### src/rtl/instr_fetch_pkg.sv
// Shared definitions for the instruction fetch front end, the execution
// engine and the instruction memory: default sizes, the halt opcode field
// and the fetch FSM state encoding.
package instr_fetch_pkg;

  localparam int DEPTH_DEF = 10;
  localparam int AW_DEF    = 4;
  localparam int OW_DEF    = 26;

  // Halt is recognised from the top nibble of the opcode word.
  localparam logic [3:0] OPC_HALT = 4'hF;
  localparam int         HALT_MSB = 25;
  localparam int         HALT_LSB = 22;
  localparam int         HALT_W   = HALT_MSB - HALT_LSB + 1;

  // Fetch FSM state encoding.
  typedef logic [2:0] state_t;
  localparam state_t ST_IDLE  = 3'd0;
  localparam state_t ST_LOAD  = 3'd1;
  localparam state_t ST_FETCH = 3'd2;
  localparam state_t ST_CAPT  = 3'd3;
  localparam state_t ST_ISSUE = 3'd4;
  localparam state_t ST_HALT  = 3'd5;

endpackage

### src/rtl/instr_fetch_if.sv
// Bus bundle between the fetch front end and its neighbours: program
// loader, instruction memory and execution engine. The master side is the
// fetch unit; the slave side is everything around it.
interface instr_fetch_if
  import instr_fetch_pkg::*;
#(
  parameter int AW = AW_DEF,
  parameter int OW = OW_DEF
);
  logic          load_valid;
  logic [OW-1:0] load_data;
  logic          load_last;
  logic          load_ready;
  logic          start;
  logic [AW-1:0] mem_prog_pointer;
  logic          mem_write_data;
  logic [OW-1:0] mem_data_to_write;
  logic [OW-1:0] mem_opcode;
  logic          instr_valid;
  logic [OW-1:0] instr;
  logic          instr_ready;
  logic          jump_valid;
  logic [AW-1:0] jump_target;
  logic [AW-1:0] pc;
  logic [AW-1:0] prog_len;
  logic          halted;
  logic          err;

  modport master (
    input  load_valid, load_data, load_last, start, mem_opcode,
           instr_ready, jump_valid, jump_target,
    output load_ready, mem_prog_pointer, mem_write_data, mem_data_to_write,
           instr_valid, instr, pc, prog_len, halted, err
  );

  modport slave (
    output load_valid, load_data, load_last, start, mem_opcode,
           instr_ready, jump_valid, jump_target,
    input  load_ready, mem_prog_pointer, mem_write_data, mem_data_to_write,
           instr_valid, instr, pc, prog_len, halted, err
  );
endinterface

### src/rtl/instr_fetch.sv
// Instruction fetch front end: loads a program word stream into the
// instruction memory, then walks the program counter, reading one opcode
// per instruction and handing it to the execution engine over valid/ready.
// Every output is a register.
module instr_fetch
  import instr_fetch_pkg::*;
#(
  parameter int DEPTH = DEPTH_DEF,
  parameter int AW    = AW_DEF,
  parameter int OW    = OW_DEF
) (
  input  logic          clk,
  input  logic          reset,
  instr_fetch_if.master bus
);

  localparam logic [AW:0]   PTR_ONE = {{AW{1'b0}}, 1'b1};
  localparam logic [AW-1:0] LEN_ONE = {{(AW-1){1'b0}}, 1'b1};
  localparam logic [AW:0]   DEPTH_W = (AW+1)'(DEPTH);

  state_t        state;
  logic [AW:0]   wptr;
  logic [AW-1:0] pc;
  logic [AW-1:0] prog_len;
  logic [AW-1:0] mem_prog_pointer;
  logic          mem_write_data;
  logic [OW-1:0] mem_data_to_write;
  logic          load_ready;
  logic          instr_valid;
  logic [OW-1:0] instr;
  logic          halted;
  logic          err;

  logic          accept;
  logic [AW:0]   pc_next;
  logic          pc_end;

  assign accept = bus.load_valid && load_ready;

  // Next pc on an issue handshake, one bit wider so pc+1 never wraps onto a
  // valid address before the length compare.
  always_comb begin
    pc_next = bus.jump_valid ? {1'b0, bus.jump_target} : ({1'b0, pc} + PTR_ONE);
    pc_end  = (pc_next >= {1'b0, prog_len});
  end

  // Loader / fetch FSM with its pc, write-pointer and length counters.
  always_ff @(posedge clk) begin
    if (reset) begin
      state             <= ST_IDLE;
      wptr              <= '0;
      pc                <= '0;
      prog_len          <= '0;
      mem_prog_pointer  <= '0;
      mem_write_data    <= 1'b0;
      mem_data_to_write <= '0;
      load_ready        <= 1'b0;
      instr_valid       <= 1'b0;
      instr             <= '0;
      halted            <= 1'b0;
      err               <= 1'b0;
    end else begin
      mem_write_data <= 1'b0;
      case (state)
        ST_IDLE, ST_HALT: begin
          load_ready <= 1'b1;
          if (accept) begin
            // A new program always starts over at entry 0.
            mem_write_data    <= 1'b1;
            mem_prog_pointer  <= '0;
            mem_data_to_write <= bus.load_data;
            wptr              <= PTR_ONE;
            prog_len          <= LEN_ONE;
            halted            <= 1'b0;
            state             <= bus.load_last ? ST_IDLE : ST_LOAD;
          end else if (bus.start) begin
            if (prog_len != '0) begin
              pc               <= '0;
              mem_prog_pointer <= '0;
              halted           <= 1'b0;
              load_ready       <= 1'b0;
              state            <= ST_FETCH;
            end else begin
              err <= 1'b1;
            end
          end
        end
        ST_LOAD: begin
          load_ready <= 1'b1;
          if (accept) begin
            if (wptr >= DEPTH_W) begin
              err <= 1'b1;
            end else begin
              mem_write_data    <= 1'b1;
              mem_prog_pointer  <= wptr[AW-1:0];
              mem_data_to_write <= bus.load_data;
              wptr              <= wptr + PTR_ONE;
              prog_len          <= prog_len + LEN_ONE;
            end
            if (bus.load_last) state <= ST_IDLE;
          end
        end
        ST_FETCH: begin
          // Read address was set on entry; the opcode returns next cycle.
          state <= ST_CAPT;
        end
        ST_CAPT: begin
          if (bus.mem_opcode[OW-1 -: HALT_W] == OPC_HALT) begin
            halted     <= 1'b1;
            load_ready <= 1'b1;
            state      <= ST_HALT;
          end else begin
            instr       <= bus.mem_opcode;
            instr_valid <= 1'b1;
            state       <= ST_ISSUE;
          end
        end
        ST_ISSUE: begin
          if (bus.instr_ready) begin
            instr_valid <= 1'b0;
            if (pc_end) begin
              halted     <= 1'b1;
              load_ready <= 1'b1;
              if (bus.jump_valid) err <= 1'b1;
              state      <= ST_HALT;
            end else begin
              pc               <= pc_next[AW-1:0];
              mem_prog_pointer <= pc_next[AW-1:0];
              state            <= ST_FETCH;
            end
          end
        end
        default: state <= ST_IDLE;
      endcase
    end
  end

  assign bus.load_ready        = load_ready;
  assign bus.mem_prog_pointer  = mem_prog_pointer;
  assign bus.mem_write_data    = mem_write_data;
  assign bus.mem_data_to_write = mem_data_to_write;
  assign bus.instr_valid       = instr_valid;
  assign bus.instr             = instr;
  assign bus.pc                = pc;
  assign bus.prog_len          = prog_len;
  assign bus.halted            = halted;
  assign bus.err               = err;

endmodule

### src/flat_wrapper.sv
// flat-port wrapper written by rule: the top's interface ports become plain ports
module instr_fetch_flat import instr_fetch_pkg::*;
#(
  parameter int DEPTH = DEPTH_DEF,
  parameter int AW    = AW_DEF,
  parameter int OW    = OW_DEF
)
  (clk, reset, bus_load_valid, bus_load_data, bus_load_last, bus_start, bus_mem_opcode, bus_instr_ready, bus_jump_valid, bus_jump_target, bus_load_ready, bus_mem_prog_pointer, bus_mem_write_data, bus_mem_data_to_write, bus_instr_valid, bus_instr, bus_pc, bus_prog_len, bus_halted, bus_err);
  instr_fetch_if #(.AW(AW), .OW(OW)) bus_i ();
  input  logic clk;
  input  logic reset;
  input wire logic [$bits(bus_i.load_valid)-1:0] bus_load_valid;
  input wire logic [$bits(bus_i.load_data)-1:0] bus_load_data;
  input wire logic [$bits(bus_i.load_last)-1:0] bus_load_last;
  input wire logic [$bits(bus_i.start)-1:0] bus_start;
  input wire logic [$bits(bus_i.mem_opcode)-1:0] bus_mem_opcode;
  input wire logic [$bits(bus_i.instr_ready)-1:0] bus_instr_ready;
  input wire logic [$bits(bus_i.jump_valid)-1:0] bus_jump_valid;
  input wire logic [$bits(bus_i.jump_target)-1:0] bus_jump_target;
  output wire logic [$bits(bus_i.load_ready)-1:0] bus_load_ready;
  output wire logic [$bits(bus_i.mem_prog_pointer)-1:0] bus_mem_prog_pointer;
  output wire logic [$bits(bus_i.mem_write_data)-1:0] bus_mem_write_data;
  output wire logic [$bits(bus_i.mem_data_to_write)-1:0] bus_mem_data_to_write;
  output wire logic [$bits(bus_i.instr_valid)-1:0] bus_instr_valid;
  output wire logic [$bits(bus_i.instr)-1:0] bus_instr;
  output wire logic [$bits(bus_i.pc)-1:0] bus_pc;
  output wire logic [$bits(bus_i.prog_len)-1:0] bus_prog_len;
  output wire logic [$bits(bus_i.halted)-1:0] bus_halted;
  output wire logic [$bits(bus_i.err)-1:0] bus_err;
  assign bus_i.load_valid = bus_load_valid;
  assign bus_i.load_data = bus_load_data;
  assign bus_i.load_last = bus_load_last;
  assign bus_i.start = bus_start;
  assign bus_i.mem_opcode = bus_mem_opcode;
  assign bus_i.instr_ready = bus_instr_ready;
  assign bus_i.jump_valid = bus_jump_valid;
  assign bus_i.jump_target = bus_jump_target;
  assign bus_load_ready = bus_i.load_ready;
  assign bus_mem_prog_pointer = bus_i.mem_prog_pointer;
  assign bus_mem_write_data = bus_i.mem_write_data;
  assign bus_mem_data_to_write = bus_i.mem_data_to_write;
  assign bus_instr_valid = bus_i.instr_valid;
  assign bus_instr = bus_i.instr;
  assign bus_pc = bus_i.pc;
  assign bus_prog_len = bus_i.prog_len;
  assign bus_halted = bus_i.halted;
  assign bus_err = bus_i.err;
  instr_fetch #(.DEPTH(DEPTH), .AW(AW), .OW(OW)) u_core (.clk(clk), .reset(reset), .bus(bus_i));
endmodule
### config.mk
export PLATFORM = sky130hd
export DESIGN_NAME = instr_fetch_flat
export DESIGN_NICKNAME = d
export VERILOG_FILES = /design/src/rtl/instr_fetch_pkg.sv /design/src/rtl/instr_fetch_if.sv /design/src/rtl/instr_fetch.sv /design/src/flat_wrapper.sv
export SDC_FILE = /design/constraint.sdc
export NUM_CORES = 1
export LEC_CHECK = 0
export ABC_CLOCK_PERIOD_IN_PS = 3300
export CAP_MARGIN = 20
export CORE_MARGIN = 2
export CORE_UTILIZATION = 44
export DETAILED_ROUTE_END_ITERATION = 10
export PLACE_DENSITY = 0.8
export SLEW_MARGIN = 20
export SYNTH_ARGS = -nofsm -noshare
export SYNTH_HDL_FRONTEND = slang
export SYNTH_SLANG_ARGS = --single-unit
### constraint.sdc
create_clock -name clk -period 3.3 [get_ports clk]
set_clock_uncertainty 0.15 [all_clocks]
set_input_delay 0.66 -clock clk [delete_from_list [all_inputs] [get_ports clk]]
set_output_delay 0.66 -clock clk [all_outputs]
set_load 0.02 [all_outputs]
# == Word level (Yosys, flattened, before mapping) ==
# Cells that the tools add are included.
# op_classes
n_addsub,3
magnitude_cmp,2
eq_ne,23
muxes,60
n_bitwise,1
n_reduce_logical,19
# op_table
op,n
2-to-1 mux 26 bit,3
case mux 26 bit (2 select lines),1
2-to-1 mux 4 bit,11
2-to-1 mux 1 bit,24
2-to-1 mux 3 bit,7
2-to-1 mux 5 bit,4
!= test 2 bit (second input constant),9
case mux 4 bit (2 select lines),2
case mux 3 bit (5 select lines),1
!= test 2 x 1 -> 1 bit (second input constant),6
case mux 4 bit (3 select lines),1
AND reduction 6 bit,2
case mux 5 bit (2 select lines),1
AND reduction 9 bit,1
AND reduction 4 bit,2
nonzero test 4 bit,2
AND reduction 7 bit,1
== test 3 x 2 -> 1 bit (second input constant),2
== test 3 bit (second input constant),2
case mux 1 bit (3 select lines),2
nonzero test 2 bit,3
nonzero test 3 bit,2
adder 4 x 1 -> 5 bit (second input constant),1
adder 5 x 1 -> 5 bit (second input constant),1
16 further kinds,17
# word_totals
regBits,77
out_inout_bits,69

# == Logic depth before layout (Yosys ltp) ==
# logic_depth
word_depth,6
ltp_mapped,9

# == Worst setup path after synthesis ==
# Ideal clock, no wire load.
# synth_path
path_type,reg2reg
start,"reg u_core.pc[0], in the netlist u_core.bus.pc[0]"
end,"reg u_core.mem_prog_pointer[0], in the netlist u_core.bus.mem_prog_pointer[0]"
setup_ns,0.123
arrival_ns,2.531
t_required_ns,3.027
setup_slack_ns,0.496
path_stages_with_launch,10
n_path_buf,0
synth_period_minus_slack_ns,2.804
cell_sequence,dfxtp_1 -> ha_1 -> xor2_1 -> mux2i_1 -> inv_1 -> ha_1 -> o21ai_0 -> o211ai_1 -> a211o_1 -> mux2_1
# synth_between
elab_chain_len,5
# synth_lines
item,line,text
from (decl),instr_fetch.sv:23,logic [AW-1:0] pc;
from (signal assigned),instr_fetch.sv:127,pc <= pc_next[AW-1:0];
adder 4 x 1 -> 5 bit *,instr_fetch.sv:43,"pc_next = bus.jump_valid ? {1'b0, bus.jump_target} : ({1'b0, pc} + PTR_ONE);"
2-to-1 mux 5 bit *,instr_fetch.sv:43,
>= comparator 5 x 4 -> 1 bit or 2-to-1 mux 4 bit (tied branches),"instr_fetch.sv:44, instr_fetch.sv:121",
!= test 2 bit (no source line) or 2-to-1 mux 4 bit (tied branches),-,
AND reduction 7 bit (no source line) or case mux 4 bit (3 select lines) (tied branches),-,
to (signal assigned),instr_fetch.sv:95,mem_prog_pointer <= wptr[AW-1:0];
to (signal assigned),instr_fetch.sv:128,mem_prog_pointer <= pc_next[AW-1:0];
to (decl),instr_fetch.sv:25,logic [AW-1:0] mem_prog_pointer;
# Mark *: on every way between the ends. The rest lies on a longest branch, timed or not. The select of a mux whose other input is x is not followed.
# A chain may end at the register's enable or synchronous reset.

# == Worst setup path after layout ==
# layout_path
start,in bus_jump_valid
end,"reg u_core.mem_prog_pointer[3], in the netlist u_core.bus.mem_prog_pointer[3]"
# layout_between
elab_chain_len,4
# layout_lines
item,line,text
from (decl),flat_wrapper.sv:18,input wire logic [$bits(bus_i.jump_valid)-1:0] bus_jump_valid;
2-to-1 mux 5 bit *,instr_fetch.sv:43,
>= comparator 5 x 4 -> 1 bit or 2-to-1 mux 4 bit (tied branches),"instr_fetch.sv:44, instr_fetch.sv:121",
!= test 2 bit (no source line) or 2-to-1 mux 4 bit (tied branches),-,
AND reduction 7 bit (no source line) or case mux 4 bit (3 select lines) (tied branches),-,
# Marks and branches as above.

==> results.json <==
{
  "gp_congestion": 0.958,
  "critPathKind": "in -> reg",
  "cts_max_level": 3,
  "synth.avg_cell_area_um2": 8.06,
  "mostFrequentLayoutCell": "clkdlybuf4s50_1",
  "rows": 32,
  "coreArea_um2": 7650,
  "finalWirelength_um": 9300,
  "vias": 3404,
  "die_h_um": 92.4,
  "dieArea_um2": 8540,
  "clock_sinks": 77,
  "clkPwrFrac_pct": 32.5,
  "power_mw": 2.22,
  "relSlewSlack_pct": 37.8,
  "antenna_found_initial": 0,
  "clk_pin_slew_worst_paths_ps": 80,
  "cts_max_path_buffers": 2,
  "diodes": 0,
  "finalSetupTns_ps": 0,
  "pwr-share-comb_pct": 21.3,
  "grt_start_max_net_pins": 53,
  "fin_crit_sh_pct": 93.3,
  "cellPowerDensity_nw_per_um2": 439,
  "rsz0062_at_grt": "false",
  "final_cell_mix": "clkdlybuf4s50_1 (130), nand2_1 (108), dfxtp_1 (77)",
  "holdBufCountCts": 0,
  "fin_nets": 628,
  "max_freq_ghz": 0.325,
  "drive_above_1_share_pct": 7.84,
  "drt_iter0_drc": 192,
  "first_pass_iters": 4,
  "clockRootBuffer": "clkbuf_8",
  "start_kind": "input port",
  "dp_hpwl_um": 6820,
  "yosys.cell_types.count": 55,
  "fillers": 660,
  "post_cts_buffers": 0,
  "fp.dieW_um": 92.4,
  "syn_to_final_growth_pct": 47.1,
  "hold_path.class": "reg -> reg",
  "netlist_instances": 427,
  "synth_edf_count": 0,
  "slowest_stage": "clkdlybuf4s50_1",
  "setup_viol": 0,
  "cts_buffers": 9,
  "cp.arrival_ps": 3160,
  "yosysSeqAreaShare_pct": 44.8,
  "cp_max_fo": 7,
  "drc_errors": 0,
  "io_pins": 132,
  "end_kind": "flop",
  "cts_resized": 0,
  "syn_nets": 499,
  "wl_per_cell_um": 14.0,
  "fin_crit_ps": 3080,
  "power.net_switching_mw": 0.654,
  "worstPathCellList": "clkdlybuf4s50_1 > nor2_1 > a21oi_1 > ha_1 > nand2b_1 > a211oi_2 > o211ai_1 > a211o_1 > mux2_1",
  "netlist_area_um2": 3440,
  "max_stage_delay_ps": 610,
  "yosys_warnings": 0,
  "slew_viol_final": 0,
  "status": "finished clean",
  "grt_pass1_vias": 3326,
  "overflow": 0,
  "seq_power_share_pct": 46.2,
  "drv_cap": 0,
  "worst_skew_pair.late_latency_ps": 340,
  "tritoncts": "yes",
  "via_per_inst": 5.13,
  "cellLeakagePower_nw": 1.81,
  "grt_usage_pct": 22.0,
  "synth_seq_cells": 77,
  "async_reset_ff_share_pct": 0,
  "grt_pass1_wl_um": 15400,
  "hold_viol": 0,
  "port_buffers": 131,
  "worst_ir_drop_vdd_mv": 0.221,
  "initial_core_util_pct": 45.0,
  "cp.required_ps": 3380,
  "route.antenna.remaining_nets": 0,
  "p_sw_share_pct": 29.4,
  "pre_cts_slack_ps": -81.1,
  "synth_top_flop_cell": "dfxtp_1",
  "intPower_mw": 1.57,
  "tightestPinTransition_ps": 932,
  "fin_ws_ps": 222
}
[path summary, 6_finish.rpt]
path	startpoint	end	slack [ps]	depth (start not counted)
worst max-delay path	bus_jump_valid	u_core.bus.mem_prog_pointer[3]$_SDFFE_PP0P_	220	9
worst min-delay path	u_core.bus.mem_data_to_write[24]$_SDFFE_PP0P_	u_core.bus.mem_data_to_write[24]$_SDFFE_PP0P_	310	2
worst max register to register	u_core.bus.pc[0]$_SDFFE_PP0P_	u_core.bus.mem_prog_pointer[3]$_SDFFE_PP0P_	560	9
worst min register to register	u_core.bus.mem_data_to_write[24]$_SDFFE_PP0P_	u_core.bus.mem_data_to_write[24]$_SDFFE_PP0P_	310	2
[flip-flops by register name (all words and copies together), names as in the netlist]
register and flops:
u_core.bus.err 1, u_core.bus.halted 1, u_core.bus.instr 26, u_core.bus.instr_valid 1
u_core.bus.load_ready 1, u_core.bus.mem_data_to_write 26, u_core.bus.mem_prog_pointer 4, u_core.bus.mem_write_data 1
u_core.bus.pc 4, u_core.bus.prog_len 4, u_core.state 3, u_core.wptr 5
[metrics by stage]
step | std cells | hold slack [ps] | utilization [%] | area, um2
after CTS | 663 | 308 | 66.2 | 5060
after floorplan | 427 | 351 | - | 3440
after global routing | 663 | 326 | 66.2 | 5060
after global placement | 647 | 291 | 63.5 | 4860
after detailed placement | 647 | 296 | 63.5 | 4860
final | 663 | 305 | 66.2 | 5060
[critical path, delay by kind of cell]
family | cells | cell delay, ps
mux | 1 | 330
buf+inv | 1 | 610
fa+ha+maj | 1 | 270
compound gates | 4 | 1070
simple gates | 2 | 220
[cell families after synthesis]
logic type	Yosys count	synth area share, %
AOI/OAI and AO/OA	105	19.7
xor gates and xnor gates	5	1.27
adders and majority gates	10	3.56
buffers and inverters	38	4.76
DFF	77	44.8
muxes	8	2.55
and+or+nand+nor	184	23.3
[cell type report]
type,count,area (um2),share of cell area [%]
inverter,12,45.0,0.890
multi-input combinational,312,1740,34.3
timing repair buffer,144,1400,27.7
clock inverter,7,81.3,1.61
sequential,77,1540,30.5
clock buffer,9,124,2.45
tap,102,128,2.52
[cells in the mapped netlist, drive strengths merged, types with 2 or more instances]
library cell	n	area [um2]
clkbuf	19	72.6
dfxtp	77	1540
or3	2	12.5
o21ai	6	30.0
nor3	12	60.1
nor2b	8	50.1
ha	9	113
nor2	27	101
o211a	2	20.0
nand2b	8	50.1
a41oi	3	33.8
or2	2	12.5
nand3	7	35.0
buf	7	46.3
a21oi	63	319
mux2i	2	20.0
nand4	3	18.8
nand2	108	405
o211ai	7	52.6
mux2	6	67.6
xnor2	2	17.5
xor2	3	26.3
a211oi	8	70.1
nor3b	2	15.0
inv	12	45.0
[layer usage]
layer / vias up / part of all wire, % / GRT usage (%)
met5: - / 0 / 0
met4: 0 / 2.0 / 9.58
met3: 18 / 5.3 / 3.42
met2: 117 / 50 / 37.5
met1: 1545 / 43 / 27.6
li1: 1724 / - / -
[power by group through the flow]
stage               logic (mW)  clock network (mW)  registers, mW
global placement         0.466                   0           1.05
detailed placement       0.473                   0           1.05
finish                   0.474               0.722           1.03
global route             0.518               0.778           1.04
floorplan                0.224                   0           1.08
CTS                      0.475               0.744           1.03
Power figures use the tool's default switching activity.
